File: config.mk
export PLATFORM = sky130hd
export DESIGN_NAME = top
export DESIGN_NICKNAME = d
export VERILOG_FILES = /design/src/rtl/top_pkg.sv /design/src/rtl/uart_rx.sv /design/src/rtl/uart_tx.sv /design/src/rtl/top.sv
export SDC_FILE = /design/constraint.sdc
export NUM_CORES = 1
export LEC_CHECK = 0
export ABC_AREA = 0
export BUFFER_PORTS_ARGS = -buffer_cell sky130_fd_sc_hd__buf_4
export CORE_UTILIZATION = 42
export CTS_CLUSTER_SIZE = 10
export DETAILED_ROUTE_END_ITERATION = 12
export REMOVE_ABC_BUFFERS = 1
export SLEW_MARGIN = 20
export SYNTH_ARGS = -nofsm -noshare
export SYNTH_HDL_FRONTEND = slang
export SYNTH_SLANG_ARGS = --single-unit
File: constraint.sdc
create_clock -name clk -period 2.7 [get_ports clk]
set_clock_uncertainty 0.1 [all_clocks]
set_input_delay 0 -clock clk [delete_from_list [all_inputs] [get_ports clk]]
set_output_delay 0 -clock clk [all_outputs]
set_load 0.02 [all_outputs]
File: src/rtl/top_pkg.sv
// Shared types and constants for the 8N1 loopback UART: FSM state enums,
// data width and default baud divider.
package top_pkg;

    localparam int DATA_W           = 8;
    localparam int CLKS_PER_BIT_DEF = 434;

    typedef enum logic [1:0] {
        TX_IDLE  = 2'd0,
        TX_START = 2'd1,
        TX_DATA  = 2'd2,
        TX_STOP  = 2'd3
    } tx_state_t;

    typedef enum logic [1:0] {
        RX_IDLE  = 2'd0,
        RX_START = 2'd1,
        RX_DATA  = 2'd2,
        RX_STOP  = 2'd3
    } rx_state_t;

endpackage

File: src/rtl/uart_rx.sv
// 8N1 receiver with mid-bit sampling, false-start rejection and framing-error
// discard. rx_out only changes on a frame whose stop bit reads 1.
module uart_rx
    import top_pkg::*;
#(
    parameter int CLKS_PER_BIT = CLKS_PER_BIT_DEF
) (
    input  logic              clk,
    input  logic              rst_n,
    input  logic              rx_en,
    input  logic              serial,
    output logic [DATA_W-1:0] rx_out
);

    localparam int               CNT_W    = $clog2(CLKS_PER_BIT);
    localparam logic [CNT_W-1:0] CNT_MAX  = CNT_W'(CLKS_PER_BIT - 1);
    localparam logic [CNT_W-1:0] HALF_CNT = CNT_W'(CLKS_PER_BIT / 2 - 1);

    rx_state_t         state;
    logic [CNT_W-1:0]  cnt;
    logic [2:0]        bit_idx;
    logic [DATA_W-1:0] shreg;

    always_ff @(posedge clk) begin
        if (!rst_n) begin
            state   <= RX_IDLE;
            cnt     <= '0;
            bit_idx <= '0;
            shreg   <= '0;
            rx_out  <= '0;
        end else if (!rx_en) begin
            state   <= RX_IDLE;
            cnt     <= '0;
            bit_idx <= '0;
            shreg   <= '0;
        end else begin
            case (state)
                RX_IDLE: begin
                    cnt <= '0;
                    if (!serial) state <= RX_START;
                end
                RX_START: begin
                    // Half a bit in: a high line means the low was a glitch.
                    if (cnt == HALF_CNT) begin
                        cnt     <= '0;
                        bit_idx <= '0;
                        state   <= serial ? RX_IDLE : RX_DATA;
                    end else begin
                        cnt <= cnt + 1'b1;
                    end
                end
                RX_DATA: begin
                    if (cnt == CNT_MAX) begin
                        cnt     <= '0;
                        shreg   <= {serial, shreg[DATA_W-1:1]};
                        bit_idx <= bit_idx + 3'd1;
                        if (bit_idx == 3'd7) state <= RX_STOP;
                    end else begin
                        cnt <= cnt + 1'b1;
                    end
                end
                RX_STOP: begin
                    if (cnt == CNT_MAX) begin
                        cnt   <= '0;
                        state <= RX_IDLE;
                        if (serial) rx_out <= shreg;
                    end else begin
                        cnt <= cnt + 1'b1;
                    end
                end
                default: state <= RX_IDLE;
            endcase
        end
    end

endmodule

File: src/rtl/uart_tx.sv
// 8N1 transmitter. While tx_en is held, frames run back-to-back, and data_in is
// latched on the edge that starts each frame.
module uart_tx
    import top_pkg::*;
#(
    parameter int CLKS_PER_BIT = CLKS_PER_BIT_DEF
) (
    input  logic              clk,
    input  logic              rst_n,
    input  logic              tx_en,
    input  logic [DATA_W-1:0] data_in,
    output logic              serial,
    output logic              done
);

    localparam int                CNT_W   = $clog2(CLKS_PER_BIT);
    localparam logic [CNT_W-1:0]  CNT_MAX = CNT_W'(CLKS_PER_BIT - 1);

    tx_state_t         state;
    logic [CNT_W-1:0]  cnt;
    logic [2:0]        bit_idx;
    logic [DATA_W-1:0] shreg;
    logic              bit_end;

    assign bit_end = (cnt == CNT_MAX);

    always_ff @(posedge clk) begin
        if (!rst_n) begin
            state   <= TX_IDLE;
            cnt     <= '0;
            bit_idx <= '0;
            shreg   <= '0;
        end else begin
            if (state == TX_IDLE) cnt <= '0;
            else                  cnt <= bit_end ? '0 : cnt + 1'b1;

            case (state)
                TX_IDLE: begin
                    if (tx_en) begin
                        state <= TX_START;
                        shreg <= data_in;
                    end
                end
                TX_START: begin
                    if (bit_end) begin
                        state   <= TX_DATA;
                        bit_idx <= '0;
                    end
                end
                TX_DATA: begin
                    if (bit_end) begin
                        shreg   <= shreg >> 1;
                        bit_idx <= bit_idx + 3'd1;
                        if (bit_idx == 3'd7) state <= TX_STOP;
                    end
                end
                TX_STOP: begin
                    // Chain straight into the next start bit so streaming has no idle gap.
                    if (bit_end) begin
                        if (tx_en) begin
                            state <= TX_START;
                            shreg <= data_in;
                        end else begin
                            state <= TX_IDLE;
                        end
                    end
                end
                default: state <= TX_IDLE;
            endcase
        end
    end

    always_comb begin
        serial = 1'b1;
        case (state)
            TX_START: serial = 1'b0;
            TX_DATA:  serial = shreg[0];
            default:  serial = 1'b1;
        endcase
    end

    assign done = (state == TX_STOP) && bit_end;

endmodule

File: src/rtl/top.sv
// Loopback UART: transmitter output drives the receiver input internally.
module top
    import top_pkg::*;
#(
    parameter int CLKS_PER_BIT = CLKS_PER_BIT_DEF
) (
    input  logic              clk,
    input  logic              rst_n,
    input  logic              tx_en,
    input  logic              rx_en,
    input  logic [DATA_W-1:0] data_in,
    output logic              fsm_clk,
    output logic [DATA_W-1:0] rx_out
);

    logic serial;

    uart_tx #(.CLKS_PER_BIT(CLKS_PER_BIT)) u_tx (
        .clk     (clk),
        .rst_n   (rst_n),
        .tx_en   (tx_en),
        .data_in (data_in),
        .serial  (serial),
        .done    (fsm_clk)
    );

    uart_rx #(.CLKS_PER_BIT(CLKS_PER_BIT)) u_rx (
        .clk    (clk),
        .rst_n  (rst_n),
        .rx_en  (rx_en),
        .serial (serial),
        .rx_out (rx_out)
    );

endmodule

* Word-level counts from Yosys, hierarchy flattened
Index checks and enable logic that the tools add are counted.
** Word-level totals
- Flip-flop bits (word level) :: 52
- Logic and storage cells :: 79
** Operators by class
- Multiplexer cells :: 28
- $add $sub $neg :: 4
- Eq/ne operators :: 21
- Reductions and logical operators :: 16
- Bitwise logic cells :: 1
** Operators with widths (count)
- $pmux W9 S3 :: 1
- $mux W8 :: 3
- $pmux W8 S3 :: 1
- $mux W2 :: 11
- $add A9 B1 Y9 const B :: 2
- $eq A9 B9 Y1 const B :: 2
- $mux W9 :: 2
- $ne A2 B1 Y1 const B :: 8
- $pmux W2 S4 :: 2
- $mux W3 :: 4
- $pmux W3 S2 :: 2
- $reduce_and A5 Y1 :: 2
- $eq A9 B8 Y1 const B :: 1
- $reduce_and A3 Y1 :: 3
- $eq A2 B2 Y1 const B :: 4
- $add A3 B1 Y3 const B :: 2
- $eq A3 B3 Y1 const B :: 2
- $eq A2 B1 Y1 const B :: 2
- $logic_not A2 Y1 :: 2
- $ne A2 B2 Y1 const B :: 2
- $reduce_and A2 Y1 :: 2
- $reduce_and A4 Y1 :: 1
- $reduce_bool A2 Y1 :: 2
- $reduce_bool A3 Y1 :: 1
- other kinds (6) :: 6

* Depth between registers and ports, before layout
Gate-level depths: netlist of run 1.
- Depth after elaboration :: 5
- Gate-level depth with buffers :: 8
- Gate-level depth less buffers :: 6

* By module
From an unflattened synthesis of run 1, not the netlist that was laid out.
** Second synthesis, totals
- Cells, all modules :: 255
- Area total of the unflattened synthesis :: 2456.1 um2
** By module, submodules not included
- uart_rx :: instances 1, area an instance 1316.3 um2, cells an instance 132, seq. area each 600.6 um2
- uart_tx :: instances 1, area an instance 1139.8 um2, cells an instance 123, seq. area each 440.4 um2

* Worst setup path before layout of run 1
OpenSTA, ideal clock, no wires.
- Path type :: register to register
- Start :: register u_tx.state[0]
- End :: register u_rx.state[0]
- Data required time :: 2.481 ns
- Cell stages (with the launch flop) :: 8
- Slack :: 0.807 ns
- Buffers on the path :: 1
- Arrival :: 1.674 ns
- Library setup time :: 0.119 ns
- Cells stage by stage :: dfxtp_1 -> inv_1 -> ha_1 -> buf_2 -> nand2b_4 -> and3_1 -> or3_1 -> o221a_1
** Between the ends
- Longest elaborated chain between the ends :: 4
- Elaborated cells on any way between the ends :: 5
- Those cells by class :: 3 x eq/ne; 1 x mux; 1 x reduce/logical
** RTL lines
- start: declaration :: line uart_tx.sv:19 : tx_state_t state;
- start signal: assignment :: line uart_tx.sv:29 : state <= TX_IDLE;
- start signal: assignment :: line uart_tx.sv:40 : state <= TX_START;
- start signal: assignment :: line uart_tx.sv:46 : state <= TX_DATA;
- $eq A2 B2 Y1 / $eq A2 B1 Y1 (equally long branches) :: line uart_tx.sv:75 : case (state)
- $pmux W1 S2 (*) :: line uart_tx.sv:75
- $ne A2 B2 Y1 (no source line) (*)
- $reduce_and A5 Y1 (no source line) (*)
- end signal: assignment :: line uart_rx.sv:47 : state <= serial ? RX_IDLE : RX_DATA;
- end: declaration :: line uart_rx.sv:19 : rx_state_t state;
Every way passes the cells marked *; elsewhere a longest branch is shown, timed or not.
A chain may end at the register's enable or synchronous reset.

* Final worst setup path of run 1
Same ends and word-level chain as after synthesis.

==> results of run 1 <==
per-stage QoR:
step,cells,instance area [um^2],setup WS [ps],hold slack (ps)
CTS,395,3050,592.4,116.8
detailed placement,377,2843,588.8,202.5
global placement,377,2843,656.2,198.0
finish,395,3050,594.2,124.4
global route,395,3050,443.3,141.9
floorplan,280,2584,611.6,46.90
worst max-delay path, stage by stage (launching register included):
cell	delay, ps
dfxtp_1	380
inv_1	110
ha_1	470
nand2b_1	190
and3_1	230
or3_1	310
o221a_1	220
sequential cells by signal (all words and copies together) (netlist names), named ones only:
| name | count |
|---|---|
| u_rx.rx_out | 8 |
| u_rx.bit_idx | 3 |
| u_rx.state | 1 |
| u_tx.bit_idx | 3 |
| u_tx.shreg | 8 |
| u_tx.cnt | 9 |
| u_rx.cnt | 9 |
| u_rx.shreg | 8 |
| u_tx.state | 2 |
cell families after synthesis:
logic type / Yosys count / synth area share (%)
xor gates and xnor gates: 14 / 4.622
adders and majority gates: 19 / 8.962
buffers and inverters: 25 / 4.434
and+or+nand+nor: 108 / 23.11
muxes: 13 / 4.905
AOI/OAI and AO/OA: 61 / 14.72
DFF: 52 / 39.25
per-layer routing:
| layer | vias to the layer above | share of wire (%) |
|---|---|---|
| met1 | 989 | 49 |
| met5 | - | 0 |
| li1 | 1082 | - |
| met3 | 9 | 2.5 |
| met2 | 30 | 46 |
| met4 | 0 | 1.8 |
Yosys cell counts (2+ instances only):
cell type,n,area [um^2]
xnor2_1,4,35.03
nor2_1,23,86.33
nand2_1,20,75.07
or2_2,2,12.51
or3_1,3,18.77
nand4b_1,2,17.52
and4_1,3,26.28
ha_1,19,237.7
and4bb_2,2,25.02
xor2_1,10,87.58
inv_1,13,48.80
mux2i_1,13,130.1
nand3_1,23,115.1
nand2b_1,4,25.02
a21oi_1,31,155.2
buf_2,4,20.02
and3_1,4,25.02
and2_1,2,12.51
nand4_1,8,50.05
clkbuf_1,5,18.77
o21ai_0,13,65.06
dfxtp_1,52,1041
buf_6,2,22.52
a211oi_1,7,52.55
area by class of cell:
cell class,count,area (um^2),area share [%]
multi-input cells,215,1494,48.97
repair buffers,32,265.3,8.696
inverters,13,48.80,1.600
clock buffers,6,72.57,2.379
flip-flops and latches,52,1041,34.13
clock inverters,2,35.03,1.148
well taps,75,93.84,3.076
final timing paths:
| kind | slack, ps | start | endpoint |
|---|---|---|---|
| worst max register to register | 590 | u_tx.state[0]$_SDFFE_PN0P_ | u_rx.state[0]$_SDFFE_PN0P_ |
| worst max-delay path | 590 | u_tx.state[0]$_SDFFE_PN0P_ | u_rx.state[0]$_SDFFE_PN0P_ |
| worst min register to register | 370 | u_rx.bit_idx[1]$_SDFFE_PN0P_ | u_rx.bit_idx[1]$_SDFFE_PN0P_ |
| worst min-delay path | 120 | rx_en | u_rx.shreg[4]$_SDFFE_PN0P_ |
report_power, final:
| group | total (mW) | internal, mW | leakage [nW] | switching, mW |
|---|---|---|---|---|
| Clock | 0.528 | 0.275 | 0.0552 | 0.252 |
| Sequential | 0.907 | 0.846 | 0.421 | 0.0617 |
| Combinational | 0.674 | 0.292 | 0.660 | 0.382 |
==> flow_summary_export.csv, run 1 <==
group,metric,value,unit
setup_path,critPathRequiredTime,2800,ps
finish,layout_commonest_cell,"dfxtp_1",
synthesis,synth_edf_count,0,
flow_run,drv_cap,0,
global_routing,top_usage_layer,"met2",
clock_network,cts_setup_buffers,0,
clock_network,cts_root_buffer,"clkbuf_8",
finish,num_antenna_cells,0,
setup_path,end_kind,"register",
power_and_ir_drop,p_total,2.109,mW
clock_network,path_clk_slew,90,ps
clock_network,cts_made_buffers,5,
timing,period_needed,2106,ps
timing,finalHoldViolations,0,
floorplanning,core-area,0.005991,mm^2
setup_path,cp-start-kind,"register",
setup_path,cp_max_fo,12,
global_routing,grt_pass1_vias,1881,
global_routing,met2_usage,26.67,%
routing,dr.pass1.iters,4,
timing,rsz0062_at_grt,"no",
global_routing,grt_antenna_before_repair,0,
hold_path,hold_class,"input port to register",
floorplanning,start_util,44.28,%
setup_path,worstSetupPathType,"register to register",
synthesis,ys.flop_type,"dfxtp_1",
routing,ant_nets,0,
timing,tightest_slew,570.6,ps
timing,fmax,0.4749,GHz
global_routing,overflow,0,
finish,layout_common_cells,"52 x dfxtp_1, 31 x a21oi_1, 23 x nor2_1, 23 x nand3_1, 22 x buf_4",
clock_network,cts_resized,0,
synthesis,ys_types,47,
timing,min_period_over_period,77.99,%
placement,port_buffers,20,
floorplanning,dieArea,0.006637,mm^2
global_routing,grt_util_all_layers,16.35,%
routing,wl_per_cell,12.67,um
floorplanning,pin_count,21,
routing,drc,0,
hold_path,whs_path_depth,3,
finish,final_nets,350,
placement,place.gp.congestion,0.8106,
finish,drive_above_1_share,15.31,%
outcome,outcome,"complete, no violations",
timing,setup-tns-final,0,ps
global_routing,grt_start_max_net_pins,22,
floorplanning,dieHeight,81.47,um
setup_path,reg2reg_depth,6,
global_routing,grt_first_pass_wirelength,8424,um
routing,drtIter0Drc,89,
timing,slew_viol_final,0,
global_routing,use_met1,20.49,%
floorplanning,die_w,81.47,um
finish,nFillCells,572,
timing,setup_viol_count_final,0,
synthesis,synth_area_per_cell,9.084,um^2
finish,final_util,50.92,%
routing,postRouteWirelength,5005,um
finish,area_growth,15.00,%
clock_network,cts_tree,"yes",
synthesis,async_flop_share,0,%
power_and_ir_drop,power-per-cell-area,691.3,mW/mm^2
synthesis,ys_seq_elements,52,
setup_path,arrival,2200,ps
clock_network,insertion_delay,300,ps
clock_network,clk_path_buf_depth,2,
synthesis,netlist_area,0.002653,mm^2
clock_network,postCtsHoldBufs,10,
synthesis,postSynthCellCount,292,
placement,dp_hpwl,3447,um
routing,via_per_inst,5.342,
synthesis,yosysWarningCount,0,
floorplanning,num_rows,28,
routing,vias,2110,
power_and_ir_drop,power.leakage,1.136,nW
power_and_ir_drop,peakVddDrop,521.1,uV
global_routing,grt_use_met3,3.667,%
timing,slew_headroom,61.96,%
clock_network,htree_levels,2,
synthesis,ys_seq_area_share,39.25,%
clock_network,clock_sinks,52,
Note: power is estimated with default switching activity, not from simulation.
==> run 2: changes to the inputs <==
==> constraint.sdc (replaced) <==
create_clock -name clk -period 2.05 [get_ports clk]
set_clock_uncertainty 0.1 [all_clocks]
set_input_delay 0 -clock clk [delete_from_list [all_inputs] [get_ports clk]]
set_output_delay 0 -clock clk [all_outputs]
set_load 0.02 [all_outputs]
==> flow_summary_export.csv, run 2 (same netlist as run 1, synthesis figures left out) <==
group,metric,value,unit
finish,drive_above_1_share,16.31,%
routing,postRouteWirelength,5159,um
timing,setup-tns-final,0,ps
finish,reg_top3,"u_rx.cnt: 9 flops, u_tx.cnt: 9 flops",
clock_network,cts_resized,0,
floorplanning,start_util,44.28,%
routing,wl_per_cell,12.90,um
routing,drtIter0Drc,102,
placement,place.gp.congestion,0.7697,
clock_network,postCtsHoldBufs,10,
setup_path,end_kind,"register",
hold_path,worstHoldStart,"rx_en",
finish,layout_common_cells,"52 x dfxtp_1, 31 x a21oi_1, 27 x buf_4",
setup_path,r2r_start,"u_tx.state[0]$_SDFFE_PN0P_",
setup_path,cp_top_family,"simple AND/OR/NAND/NOR gates",
clock_network,cts_setup_buffers,0,
timing,min_period_over_period,91.86,%
clock_network,clk_path_buf_depth,2,
timing,finalHoldViolations,0,
timing,rsz0062_at_grt,"no",
finish,area_growth,15.75,%
clock_network,cts_root_buffer,"clkbuf_8",
setup_path,cpPeakStageDelay,440,ps
placement,place_area,0.002880,mm^2
hold_path,hold_class,"input port to register",
floorplanning,dieHeight,81.47,um
setup_path,slowest_stage,"dfxtp_1",
placement,port_buffers,20,
floorplanning,pin_count,21,
routing,drc,0,
routing,dr.pass1.iters,4,
global_routing,grt_first_pass_wirelength,8638,um
timing,fmax,0.5310,GHz
placement,pre_cts_ws,170.9,ps
floorplanning,dieArea,0.006637,mm^2
setup_path,reg2reg_slack,170,ps
timing,slew_headroom,68.67,%
floorplanning,core-area,0.005991,mm^2
setup_path,critPathRequiredTime,2150,ps
floorplanning,num_rows,28,
setup_path,arrival,1980,ps
setup_path,reg2reg_depth,6,
clock_network,insertion_delay,300,ps
power_and_ir_drop,p_total,2.716,mW
finish,final_nets,355,
finish,nFillCells,566,
floorplanning,die_w,81.47,um
clock_network,cts_tree,"yes",
global_routing,grt_start_max_net_pins,21,
global_routing,grt_antenna_before_repair,0,
flow_run,drv_cap,0,
finish,layout_commonest_cell,"dfxtp_1",
hold_path,holdPathEnd,"u_rx.shreg[5]$_SDFFE_PN0P_",
timing,setup_viol_count_final,0,
routing,via_per_inst,5.380,
setup_path,r2r_end,"u_rx.state[0]$_SDFFE_PN0P_",
routing,ant_nets,0,
timing,final.setup.worst_slack,166.9,ps
clock_network,htree_levels,2,
timing,slew_viol_final,0,
power_and_ir_drop,power-per-cell-area,884.5,mW/mm^2
clock_network,clock_sinks,52,
clock_network,path_clk_slew,90,ps
clock_network,cts_made_buffers,5,
timing,tightest_slew,468.0,ps
timing,period_needed,1883,ps
power_and_ir_drop,peakVddDrop,659.5,uV
finish,stdcell_area,0.003070,mm^2
hold_path,whs_path_depth,3,
power_and_ir_drop,power.leakage,1.152,nW
global_routing,overflow,0,
setup_path,cp_max_fo,6,
global_routing,grt_util_all_layers,16.41,%
finish,final_util,51.25,%
setup_path,path_cells,"inv_1, ha_1, nand2b_4, and3_1, or3_1, o221a_1",
routing,vias,2152,
setup_path,path_buf_inv,1,
global_routing,grt_pass1_vias,1943,
finish,num_antenna_cells,0,
outcome,outcome,"complete, no violations",
placement,dp_hpwl,3512,um
setup_path,cp-start-kind,"register",
setup_path,worstSetupPathType,"register to register",
[run 2: cell type report]
type	count	area, um^2	share of cell area [%]
well taps	75	93.84	3.056
flip-flops and latches	52	1041	33.90
clock buffers	8	90.09	2.934
repair buffers	37	302.8	9.861
inverters	13	48.80	1.589
multi-input cells	215	1494	48.66
[run 2: power breakdown]
part / total, mW / internal [mW] / switching (mW)
sequential: 1.20 / 1.11 / 0.0855
combinational: 0.920 / 0.414 / 0.506
clock: 0.596 / 0.276 / 0.320
[run 2: worst max path at each step]
stage | cells after the start | to | slack, ps | from
6_report | 6 | u_rx.state[0]$_SDFFE_PN0P_ | 170 | u_tx.state[0]$_SDFFE_PN0P_
5_1_grt | 6 | u_rx.rx_out[2]$_SDFFE_PN0P_ | 5 | u_tx.state[0]$_SDFFE_PN0P_
4_1_cts | 6 | u_rx.state[0]$_SDFFE_PN0P_ | 170 | u_tx.state[0]$_SDFFE_PN0P_
3_5_place_dp | 6 | u_rx.state[0]$_SDFFE_PN0P_ | 170 | u_tx.state[0]$_SDFFE_PN0P_
3_3_place_gp | 6 | u_rx.state[0]$_SDFFE_PN0P_ | 220 | u_tx.state[0]$_SDFFE_PN0P_
2_1_floorplan | 6 | u_rx.state[0]$_SDFFE_PN0P_ | -40 | u_tx.state[0]$_SDFFE_PN0P_
[run 2: layer usage]
metal  track usage, %  wire length [um]  vias up
met5                0                 0        -
met3            3.667               155        5
li1                 -                 -     1095
met2            27.58              2372       31
met1            21.29              2599     1021
met4            3.750                32        0
[run 2: stage by stage]
| step | hold WS (ps) | std cells |
|---|---|---|
| floorplan | 46.90 | 280 |
| global placement | 203.5 | 382 |
| detailed placement | 202.4 | 382 |
| CTS | 113.6 | 400 |
| global route | 177.0 | 400 |
| finish | 122.5 | 400 |
[run 2: worst register-to-register path: cells and delay by family (launching register included)]
family / cells / cell delay (ps)
buffers and inverters: 1 / 90
AO/OA/AOI/OAI: 1 / 220
AND/OR/NAND/NOR: 3 / 690
adder cells (fa/ha/maj): 1 / 240
flip-flops: 1 / 440
